===== config.mk =====
export PLATFORM = sky130hd
export DESIGN_NAME = cpu_sequencer
export DESIGN_NICKNAME = d
export VERILOG_FILES = /design/src/rtl/cpu_sequencer.sv
export SDC_FILE = /design/constraint.sdc
export NUM_CORES = 1
export LEC_CHECK = 0
export BUFFER_PORTS_ARGS = -buffer_cell sky130_fd_sc_hd__buf_2
export CAP_MARGIN = 20
export CORE_MARGIN = 1
export CORE_UTILIZATION = 25
export CTS_CLUSTER_DIAMETER = 40
export DETAILED_ROUTE_END_ITERATION = 8
export PLACE_DENSITY_LB_ADDON = 0.3
export SLEW_MARGIN = 40
export SYNTH_ARGS = -nofsm -noshare
export SYNTH_HDL_FRONTEND = slang
export SYNTH_SLANG_ARGS = --single-unit

===== constraint.sdc =====
create_clock -name CLK -period 1.8 [get_ports CLK]
set_clock_uncertainty 0.05 [all_clocks]
set_input_delay 0.27 -clock CLK [delete_from_list [all_inputs] [get_ports CLK]]
set_output_delay 0.27 -clock CLK [all_outputs]
set_load 0.005 [all_outputs]

===== src/rtl/cpu_sequencer.sv =====
// cpu_sequencer: sequential control core behind the microcode decoder.
// Holds micro-step, instruction register, PC, flags and interrupt state, and takes IRQs at instruction boundaries.
module cpu_sequencer #(
    parameter logic [15:0] RESET_PC   = 16'h0000,
    parameter logic [15:0] IRQ_VECTOR = 16'h0004
) (
    input  logic        CLK,
    input  logic        RST,
    input  logic [15:0] D,
    input  logic [4:0]  ALUFlags,
    input  logic        CounterRST,
    input  logic        PCW,
    input  logic        PCWriteFromD,
    input  logic        DToInstr,
    input  logic        wFlags,
    input  logic        enableInterrupts,
    input  logic        IRQ,
    output logic [3:0]  Counter,
    output logic [15:0] Instr,
    output logic [4:0]  Flags,
    output logic [15:0] PC,
    output logic [15:0] EPC,
    output logic        IE,
    output logic        IrqAck
);

    logic [3:0]  counter_q, counter_d;
    logic [15:0] instr_q, instr_d;
    logic [4:0]  flags_q, flags_d;
    logic [15:0] pc_q, pc_d;
    logic [15:0] epc_q, epc_d;
    logic        ie_q, ie_d;
    logic        irq_ack_q, irq_ack_d;
    logic        branch_pend_q, branch_pend_d;
    logic [15:0] pc_seq_s;
    logic        take_irq_s;

    // Sequential PC (rules without interrupt) and the branch-pending bookkeeping
    always_comb begin
        pc_seq_s      = pc_q;
        branch_pend_d = branch_pend_q;
        if (PCWriteFromD) begin
            pc_seq_s      = D;
            branch_pend_d = 1'b1;
        end else if (PCW && branch_pend_q) begin
            pc_seq_s      = pc_q;
            branch_pend_d = 1'b0;
        end else if (PCW) begin
            pc_seq_s      = pc_q + 16'd1;
            branch_pend_d = branch_pend_q;
        end else begin
            pc_seq_s      = pc_q;
            branch_pend_d = branch_pend_q;
        end
        if (CounterRST) begin
            branch_pend_d = 1'b0;
        end else begin
            branch_pend_d = branch_pend_d;
        end
    end

    assign take_irq_s = CounterRST & ie_q & IRQ;

    // Next-state for counter, registers and interrupt entry
    always_comb begin
        counter_d = counter_q;
        instr_d   = instr_q;
        flags_d   = flags_q;
        pc_d      = pc_seq_s;
        epc_d     = epc_q;
        ie_d      = ie_q;
        irq_ack_d = 1'b0;

        if (CounterRST) begin
            counter_d = 4'd0;
        end else begin
            counter_d = counter_q + 4'd1;
        end

        if (DToInstr) begin
            instr_d = D;
        end else begin
            instr_d = instr_q;
        end

        if (wFlags) begin
            flags_d = ALUFlags;
        end else begin
            flags_d = flags_q;
        end

        // Interrupt entry wins over enableInterrupts; EPC keeps the would-be PC
        if (take_irq_s) begin
            pc_d      = IRQ_VECTOR;
            epc_d     = pc_seq_s;
            ie_d      = 1'b0;
            irq_ack_d = 1'b1;
        end else if (enableInterrupts) begin
            ie_d = 1'b1;
        end else begin
            ie_d = ie_q;
        end
    end

    // State registers with synchronous reset
    always_ff @(posedge CLK) begin
        if (RST) begin
            counter_q     <= 4'd0;
            instr_q       <= 16'd0;
            flags_q       <= 5'd0;
            pc_q          <= RESET_PC;
            epc_q         <= 16'd0;
            ie_q          <= 1'b0;
            irq_ack_q     <= 1'b0;
            branch_pend_q <= 1'b0;
        end else begin
            counter_q     <= counter_d;
            instr_q       <= instr_d;
            flags_q       <= flags_d;
            pc_q          <= pc_d;
            epc_q         <= epc_d;
            ie_q          <= ie_d;
            irq_ack_q     <= irq_ack_d;
            branch_pend_q <= branch_pend_d;
        end
    end

    assign Counter = counter_q;
    assign Instr   = instr_q;
    assign Flags   = flags_q;
    assign PC      = pc_q;
    assign EPC     = epc_q;
    assign IE      = ie_q;
    assign IrqAck  = irq_ack_q;

endmodule


# [After elaboration in Yosys (flattened, before gate mapping)]
# Cells that the tools add are included.
[word_totals] regBits=60 input_bits=30 word_cells=24
[op_classes] add_sub_neg=2 mux=7 n_bitwise=2 reduce_logical=4
[ops] operator="$mux W16" count=3
[ops] operator="$add A16 B1 Y16 const B" count=1
[ops] operator="$add A4 B1 Y4 const B" count=1
[ops] operator="$reduce_or A2 Y1" count=2
[ops] operator="$mux W1" count=3
[ops] operator="$mux W3" count=1
[ops] operator="$and A1 B1 Y1" count=2
[ops] operator="$reduce_bool A2 Y1" count=1
[ops] operator="$logic_and A1 B1 Y1" count=1

# [Logic depth before layout (Yosys ltp)]
# Gate-level depths: netlist (run 1).
[depth] ltp_word=5 depth_mapped=6 mapped_depth_nobuf=6

# [Worst setup path after synthesis (run 1)]
# No wires, ideal clock.
[synth_timing] path_type="register -> register" from="register pc_q[8], in the netlist PC[8]" to="register epc_q[13], in the netlist EPC[13]" t_arrival_ns=1.440 setup_slack_ns=0.187 stages_incl_launch_ff=6 path_buffers=0 period_less_slack_ns=1.613 cell_sequence="dfxtp_1 a21boi_2 nand2_2 or4_4 mux2i_1 o21ai_1"
[synth_between] elab_chain_cells=4
[synth_rtl] item="from (decl)" line="30" text="logic [15:0] pc_q, pc_d;"
[synth_rtl] item="from (signal assigned)" line="120" text="pc_q <= pc_d;"
[synth_rtl] item="$add A16 B1 Y16" line="49" text="pc_seq_s = pc_q + 16'd1;"
[synth_rtl] item="$mux W16" line="48" text="end else if (PCW) begin"
[synth_rtl] item="$mux W16" line="45" text="end else if (PCW && branch_pend_q) begin"
[synth_rtl] item="$mux W16" line="42" text="if (PCWriteFromD) begin"
[synth_rtl] item="to (signal assigned)" line="121" text="epc_q <= epc_d;"
[synth_rtl] item="to (decl)" line="31" text="logic [15:0] epc_q, epc_d;"
# Every way passes these cells.
# A chain may end at the register's enable or synchronous reset.

# [Final worst setup path (run 1)]
[layout_timing] from="register pc_q[0], in the netlist PC[0]" to="register pc_q[12], in the netlist PC[12]"
[layout_between] elab_chain_cells=4
[layout_rtl] item="$add A16 B1 Y16" line="49"
[layout_rtl] item="$mux W16" line="48"
[layout_rtl] item="$mux W16" line="45"
[layout_rtl] item="$mux W16" line="42"
# Every way passes these cells.

==> reports/qor.csv, run 1 <==
metric,value,unit
drt first pass iters,4,
Least-Margin Pin Slew,491,ps
global-route wire length before repair,11.1,mm
full die area,10500,um^2
YS warnings,0,
Ant. Diodes,0,
Via density,4.50,
worst hold stages,3,
Core ar.,9770,um^2
pin count of the biggest net entering global routing,27,
Die H,103,um
synthesized area,2530,um^2
share of cells above drive strength 1,0.348,
number of global-route vias before repair,2146,
row cnt,36,
DRC,0,
register area share after synthesis,0.475,
CTS Buf Count,9,
worst r2r path cells,5,
Final Cycle Share,0.966,
"Design Area, Final",3400,um^2
antenna violations before repair,0,
crit start category,flip-flop,
clk root buf,clkbuf_8,
CP Capture Type,flip-flop,
CTS sink cnt,60,
post-cts repair resize count,0,
P&R area growth vs syn,34.8,%
crit path kind,flip-flop to flip-flop,
clock slew at reported path FFs,80,ps
Final Net Count,406,
Peak VDD IR,430,uV
"area leader, netlist",dfxtp_1,
hold-fix buffers at CTS,0,
WP data required,1970,ps
Final Util,0.348,
Routed Antenna Nets,0,
Yosys top cell area share,0.475,
total grt overflow,0,
final wirelength,7.16,mm
clk_lat worst skew,340,ps
maximum clock frequency,575,MHz
placer congestion estimate,0.819,
setup ws final,61.4,ps
number of post-CTS setup repair buffers,0,
Fillers,1061,
most frequent cells in the layout,"buf_2 (88), dfxtp_1 (60), nor2_1 (38)",
CP arrival,1900,ps
initial core utilization,0.258,
maximum clock path buffer count,2,
initial detailed-routing violation count,85,
Slew HR,0.672,
HP Class,input pin to flip-flop,
Total Neg Setup Slack,0,ps
post-synth cell types,45,
crit-path max FO,5,
hold_ws,79.7,ps
Max-cap violations,0,
status,completed,
Max Slew Vio Count,0,
"commonest non-fill, non-tap cell in the layout",buf_2,
endpoints failing hold,0,
Die X,103,um
WL/cell,14.0,um
final setup violating endpoints,0,
pre-CTS setup slack,84.4,ps
"flops & latches, synth",60,
syn nets,309,
port buffer count,88,
Synth area leaders,"dfxtp_1 (48%), mux2i_1 (9.5%), nor2_1 (5.6%)",
placed inst area,3180,um^2
Pwr Density,939,nW/um^2
IO Pins,89,
GRT Overall Usage,0.143,
min cycle time layout,1740,ps
RSZ-0062 raised after global routing,false,
Post-Syn Instances,277,
Avg Inst Size Synth,9.12,um^2
DPL Wire Length,5.39,mm
P_leak,0.00155,uW
vias after detailed routing,2304,
CTS H-tree lvls,3,
CTS tree,done,
==> metrics by stage <==
stage | total power (uW) | std cells
floorplan | 1660 | 277
global placement | 1840 | 496
detailed placement | 1840 | 496
CTS | 3250 | 512
global route | 3350 | 512
finish | 3200 | 512
==> state kept, by name, indices dropped and copies added, names as in the netlist <==
| register | flops |
|---|---|
| IE | 1 |
| Instr | 16 |
| EPC | 16 |
| PC | 16 |
| branch_pend_q | 1 |
| Flags | 5 |
| Counter | 4 |
| IrqAck | 1 |
==> metal layers <==
metal,global-route usage,vias up,wire length [um]
met5,0,-,0
met4,0.0901,0,216
li1,-,1160,-
met3,0.0339,15,337
met2,0.222,64,3250
met1,0.180,1065,3350
==> worst max-delay path, stage by stage, from the launching register on <==
cell	delay, ps
dfxtp_1	430
ha_2	250
nand3_2	120
or3_1	400
o21ai_0	240
a31oi_1	110
==> area by class of cell <==
class                      count  area [um^2]  share of cell area
clock buffer                  10          138              0.0404
clock inverter                 6         87.6              0.0257
inverter                       6         23.8             0.00698
multi-input combinational    196         1250               0.367
sequential                    60         1200               0.353
tap                          133          166              0.0489
timing repair buffer         101          538               0.158
==> synth_stat cells, drive strengths merged <==
| master | count |
|---|---|
| dfxtp | 60 |
| nor2 | 38 |
| mux2i | 24 |
| nand2 | 22 |
| o21ai | 20 |
| nor3 | 15 |
| xnor2 | 12 |
| clkbuf | 11 |
| a21oi | 10 |
| nand3 | 6 |
| nand4 | 6 |
| buf | 4 |
| inv | 4 |
| o31ai | 4 |
| xor2 | 4 |
| a22o | 3 |
| a22oi | 3 |
| and2 | 3 |
| a31oi | 2 |
| a32oi | 2 |
| and3 | 2 |
| clkinv | 2 |
| ha | 2 |
| nand2b | 2 |
| nor4 | 2 |
| or2 | 2 |
| or3 | 2 |
| a21boi | 1 |
| a32o | 1 |
| and2b | 1 |
| and4 | 1 |
| nand3b | 1 |
| nor2b | 1 |
| nor3b | 1 |
| o21bai | 1 |
| o221ai | 1 |
| or4 | 1 |
==> cells by family after synthesis <==
kind of cell             count (synthesis)  synth area share
multiplexers                            24            0.0951
adder cells (fa/ha/maj)                  2           0.00990
AND/OR/NAND/NOR                        106             0.213
flip-flops                              60             0.475
buffers and inverters                   21            0.0332
XOR/XNOR                                16            0.0555
AO/OA/AOI/OAI                           48             0.117
==> report_power, final <==
part           leakage [uW]  switching (uW)  total, uW  internal [uW]
Sequential         0.000493            50.8       1450           1400
Combinational      0.000951             196        363            168
Clock              0.000105             574       1390            814
Total               0.00155             820       3200           2380
==> worst paths after layout <==
| check | slack [ps] | startpoint | end |
|---|---|---|---|
| min | 80 | enableInterrupts | IE |
| max reg2reg | 60 | PC[0] | PC[12] |
| max | 60 | PC[0] | PC[12] |
| min reg2reg | 400 | EPC[3] | EPC[3] |
Power figures use the tool's default switching activity.
==> inputs of run 2 (changes only) <==
Settings changed: PLACE_DENSITY set to 0.56, PLACE_DENSITY_LB_ADDON 0.3 to not set.
==> run 2 against run 1 <==
Compared with the run above: cell area decreased by 0.26%; first-iteration DRC count fell by 34%; critical endpoint is now EPC[7]; worst hold slack better by 5.9 ps; register-to-register slack gained 20 ps; clock-buffer cell count fell by 1; critical path type unchanged.
==> reports/qor.csv, run 2 (synthesis gave the netlist of run 1 again) <==
metric,value,unit,change
clk_lat worst skew,340,ps,about the same
P_leak,0.00153,uW,-1.2%
global-route wire length before repair,11.0,mm,-0.99%
endpoints failing hold,0,,unchanged
Routed Antenna Nets,0,,unchanged
clock slew at reported path FFs,80,ps,about the same
port buffer count,88,,unchanged
Die H,103,um,unchanged
hold_ws,85.5,ps,+5.85 ps
final setup violating endpoints,0,,unchanged
P&R area growth vs syn,34.4,%,
CTS tree,done,,
antenna violations before repair,0,,unchanged
initial detailed-routing violation count,56,,-34%
"Slowest-stage cell, CP",dfxtp_1,,
Final Util,0.347,,-0.000896
post-cts repair resize count,0,,unchanged
RSZ-0062 raised after global routing,true,,
status,completed,,
setup ws final,85.9,ps,+24.5 ps
vias after detailed routing,2330,,+1.1%
Final Net Count,406,,unchanged
Pwr Density,898,nW/um^2,-4.4%
CP Cell Sequence,nand4_2 > nor4_2 > xor2_1 > nor2_1 > o31ai_1,,
crit-path max FO,7,,+2
CP arrival,1910,ps,about the same
placer congestion estimate,0.853,,+4.2%
IO Pins,89,,unchanged
"commonest non-fill, non-tap cell in the layout",buf_2,,
WP data required,2000,ps,+30 ps
Peak VDD IR,339,uV,-21%
Die X,103,um,unchanged
crit start category,flip-flop,,
placed inst area,3180,um^2,unchanged
Least-Margin Pin Slew,505,ps,+13.5 ps
full die area,10500,um^2,unchanged
number of post-CTS setup repair buffers,0,,unchanged
CTS H-tree lvls,3,,unchanged
CP peak stage delay,490,ps,+60 ps
hold-fix buffers at CTS,0,,unchanged
CP Capture Type,flip-flop,,
WL/cell,14.1,um,+0.63%
maximum clock frequency,583,MHz,+1.4%
Via density,4.55,,+1.1%
crit path kind,flip-flop to flip-flop,,
pin count of the biggest net entering global routing,27,,unchanged
GRT Overall Usage,0.142,,-0.00192
DRC,0,,unchanged
HP Class,input pin to flip-flop,,
clk root buf,clkbuf_8,,
total grt overflow,0,,unchanged
CTS sink cnt,60,,unchanged
CTS Buf Count,9,,unchanged
pre-CTS setup slack,92.9,ps,+8.49 ps
"Design Area, Final",3400,um^2,-0.26%
row cnt,36,,unchanged
Slew HR,0.663,,-0.00902
share of cells above drive strength 1,0.354,,+0.00528
most frequent cells in the layout,"buf_2 (88), dfxtp_1 (59), nor2_1 (38)",,
drt first pass iters,4,,unchanged
DPL Wire Length,5.37,mm,-0.35%
initial core utilization,0.258,,unchanged
Core ar.,9770,um^2,unchanged
min cycle time layout,1710,ps,-24.5 ps
number of global-route vias before repair,2173,,+1.3%
"Power, Total",3050,uW,-4.6%
maximum clock path buffer count,2,,unchanged
Ant. Diodes,0,,unchanged
Max Slew Vio Count,0,,unchanged
Final Cycle Share,0.952,,-0.0136
final wirelength,7.21,mm,+0.63%
Max-cap violations,0,,unchanged
==> run 2: cell count changes in the layout (fill, tap and decap cells not counted), sizes merged <==
cell | previous run | this run
clkinvlp | 3 | 4
bufinv | 2 | 1
clkinv | 3 | 4
clkbuf | 10 | 9
==> run 2: worst paths after layout <==
| path | from | to | slack (ps) | cells after the start |
|---|---|---|---|---|
| setup / recovery | PC[2] | EPC[7] | 90 | 5 |
| hold / removal | enableInterrupts | IE | 90 | 3 |
| setup reg to reg | PC[2] | EPC[7] | 90 | 5 |
| hold reg to reg | EPC[3] | EPC[3] | 410 | 2 |
==> run 2: layout make-up <==
cell class              instances  area, um^2
clock buffers                   9         124
clock inverters                 7        77.6
fillers                      1050        6380
inverters                       6        23.8
multi-input cells             196        1260
flip-flops and latches         60        1200
well taps                     133         166
repair buffers                101         538
==> run 2: critical path: cells and delay by family, from the launching register on <==
kind	cells	cell delay [ps]
flip-flops	1	490
XOR/XNOR	1	180
AO/OA/AOI/OAI	1	270
AND/OR/NAND/NOR	3	620
==> run 2: stage by stage <==
| step | TNS (ps) | cells |
|---|---|---|
| global placement | 0 | 496 |
| detailed placement | 0 | 496 |
| finish | 0 | 512 |
| global route | -161 | 512 |
| CTS | 0 | 512 |
| floorplan | 0 | 277 |
==> run 2: power breakdown <==
part           internal [uW]  leakage, uW  switching, uW
Clock                    642    0.0000877            597
Sequential              1400     0.000493           52.9
Combinational            168     0.000950            195
Total                   2210      0.00153            844
==> run 2: metal layers <==
metal  GRT usage  part of all wire  vias to the layer above
li1            -                 -                     1162
met1       0.178              0.45                     1080
met2       0.217              0.46                       77
met3      0.0508             0.074                       11
met4      0.0615             0.019                        0
met5           0                 0                        -
==> inputs of run 3 (changes only) <==
Settings changed: ABC_AREA set to 1.
==> run 3 against run 2 <==
Compared with the run above: sequential power about the same; sequential share of layout area increased by 1.1 points; via count increased by 7.6%.
==> reports/qor.csv, run 3 <==
metric,value,unit,change
Slew HR,0.701,,+0.0372
Die H,102,um,about the same
WP data required,1980,ps,-20 ps
Core ar.,9770,um^2,unchanged
initial core utilization,0.258,,about the same
port buffer count,88,,unchanged
global-route wire length before repair,12.0,mm,+9.7%
register share of total power,0.508,,+0.033
CTS sink cnt,60,,unchanged
clk_lat worst skew,330,ps,about the same
Post-synth EDFFs,0,,unchanged
Ant. Diodes,0,,unchanged
area share of fa/ha/maj cells after synthesis,0.00991,,about the same
Post-synth ARST share,0,,unchanged
endpoints failing hold,0,,unchanged
post-cts repair resize count,0,,unchanged
maximum clock path buffer count,2,,unchanged
Clk pwr share,0.374,,-0.032
largest family of logic cells by synthesized area,simple AND/OR/NAND/NOR gates,,
CP Cell Sequence,ha_1 > nand2_1 > nor2_2 > nand2_4 > nor2_8 > nand3_1 > nand3_2 > o21ai_2 > nand2_1 > nand2_1,,
XOR/XNOR Fraction of Synth Area,0.0243,,-0.0312
Total Neg Setup Slack,0,ps,unchanged
row cnt,36,,unchanged
Cells after DPL,558,,+13%
DPL Wire Length,5.60,mm,+4.3%
CP arrival,1760,ps,-150 ps
CP Capture Type,flip-flop,,
WL/cell,12.9,um,-8.5%
register area share after synthesis,0.476,,about the same
Via density,4.37,,-3.9%
"Slowest-stage cell, CP",dfxtp_1,,
critical path's most frequent cell,nand2_1,,
complex-gate fraction of the synthesized area,0.0981,,-0.0193
most frequent cells in the layout,"buf_2 (88), nand2_1 (84), dfxtp_1 (60)",,
Yosys top cell area share,0.476,,about the same
CTS Buf Count,9,,unchanged
Fillers,1078,,+2.7%
"commonest non-fill, non-tap cell in the layout",buf_2,,
Max Slew Vio Count,0,,unchanged
Least-Margin Pin Slew,448,ps,-56.4 ps
Max-cap violations,0,,unchanged
crit path kind,flip-flop to flip-flop,,
Net Sw Frac,0.265,,-0.0123
CTS tree,done,,
Final Cycle Share,0.879,,-0.0730
Avg Inst Size Synth,7.36,um^2,-19%
drt first pass iters,4,,unchanged
Synth area leaders,"dfxtp_1 (48%), nand2_1 (12%), nor2_1 (8.8%)",,
Switch Pwr,757,uW,-10%
full die area,10500,um^2,about the same
clock slew at reported path FFs,70,ps,about the same
P&R area growth vs syn,30.5,%,
IO Pins,89,,unchanged
Pint,2100,uW,-4.6%
YS warnings,0,,unchanged
Post-synth top cells,"nand2_1 (84), dfxtp_1 (60), nor2_1 (59), o21ai_0 (27), nand3_1 (21)",,
crit start category,flip-flop,,
"area leader, netlist",dfxtp_1,,
final setup violating endpoints,0,,unchanged
RSZ-0062 raised after global routing,false,,
power share of the combinational group,0.118,,about the same
P_leak,0.00165,uW,+7.9%
"flops & latches, synth",60,,unchanged
total grt overflow,0,,unchanged
hold_ws,117,ps,+31.6 ps
number of post-CTS setup repair buffers,0,,unchanged
multiplexer share of the synthesized area,0,,-0.0951
GRT Overall Usage,0.153,,+0.0112
DRC,0,,unchanged
Routed Antenna Nets,0,,unchanged
status,completed,,
CTS H-tree lvls,3,,unchanged
HP Class,input pin to flip-flop,,
share of cells above drive strength 1,0.298,,-0.0558
synthesized area,2520,um^2,about the same
CP peak stage delay,400,ps,-90 ps
Post-Syn Instances,343,,+24%
number of global-route vias before repair,2440,,+12%
most numerous cell in the Yosys netlist,nand2_1,,
antenna violations before repair,0,,unchanged
pin count of the biggest net entering global routing,22,,-19%
min cycle time layout,1580,ps,-131 ps
Peak VDD IR,280,uV,-17%
Final Net Count,468,,+15%
crit-path max FO,8,,+1
post-synth cell types,28,,-38%
placer congestion estimate,0.828,,-2.9%
post-synthesis simple-gate area fraction,0.339,,+0.125
clk root buf,clkbuf_8,,
syn nets,375,,+21%
final wirelength,7.38,mm,+2.4%
vias after detailed routing,2506,,+7.6%
initial detailed-routing violation count,116,,+110%
hold-fix buffers at CTS,0,,unchanged
fin cells,573,,+12%
Pwr Density,869,nW/um^2,-3.3%
Main synth FF type,dfxtp_1,,
maximum clock frequency,632,MHz,+8.3%
Die X,102,um,about the same
-- run 3: logic make-up after synthesis --
kind of cell | after synthesis
buf+inv | 35
compound gates | 47
fa+ha+maj | 2
xor+xnor | 7
flops | 60
simple gates | 192
-- run 3: worst paths after layout --
check,startpoint,to,slack [ps],depth (start not counted)
min reg2reg,EPC[7],EPC[7],400,2
max,PC[1],EPC[10],220,10
max reg2reg,PC[1],EPC[10],220,10
min,ALUFlags[3],Flags[3],120,3
-- run 3: final cells by class --
| class | instances | area, um^2 | area share |
|---|---|---|---|
| inverters | 24 | 90.1 | 0.0273 |
| clock buffers | 13 | 159 | 0.0482 |
| multi-input cells | 248 | 1190 | 0.361 |
| flip-flops and latches | 60 | 1200 | 0.365 |
| repair buffers | 93 | 478 | 0.145 |
| clock inverters | 2 | 10.0 | 0.00304 |
| well taps | 133 | 166 | 0.0505 |
-- run 3: critical path: cells and delay by family, from the launching register on --
family	cells	cell delay, ps
fa+ha+maj	1	220
compound gates	1	60
flops	1	400
simple gates	8	750
-- run 3: metrics by stage --
| step | power, uW | instance area [um^2] | utilization | setup WS [ps] |
|---|---|---|---|---|
| floorplan | 1650 | 2520 | - | 341 |
| global placement | 1820 | 3130 | 0.320 | 246 |
| detailed placement | 1830 | 3130 | 0.320 | 216 |
| CTS | 2900 | 3290 | 0.337 | 200 |
| global route | 3020 | 3290 | 0.337 | 32.8 |
| finish | 2860 | 3290 | 0.337 | 217 |
-- run 3: power groups by stage --
stage	registers (uW)	clock network [uW]	logic [uW]
6_report	1450	1070	337
5_1_grt	1460	1170	389
4_1_cts	1460	1100	343
3_5_place_dp	1480	0	342
3_3_place_gp	1480	0	338
2_1_floorplan	1480	0	169
-- run 3: routing by layer --
metal	routed length, um	GRT usage
met1	3450	0.193
met2	3410	0.248
met3	356	0.0359
met4	163	0.0681
met5	0	0
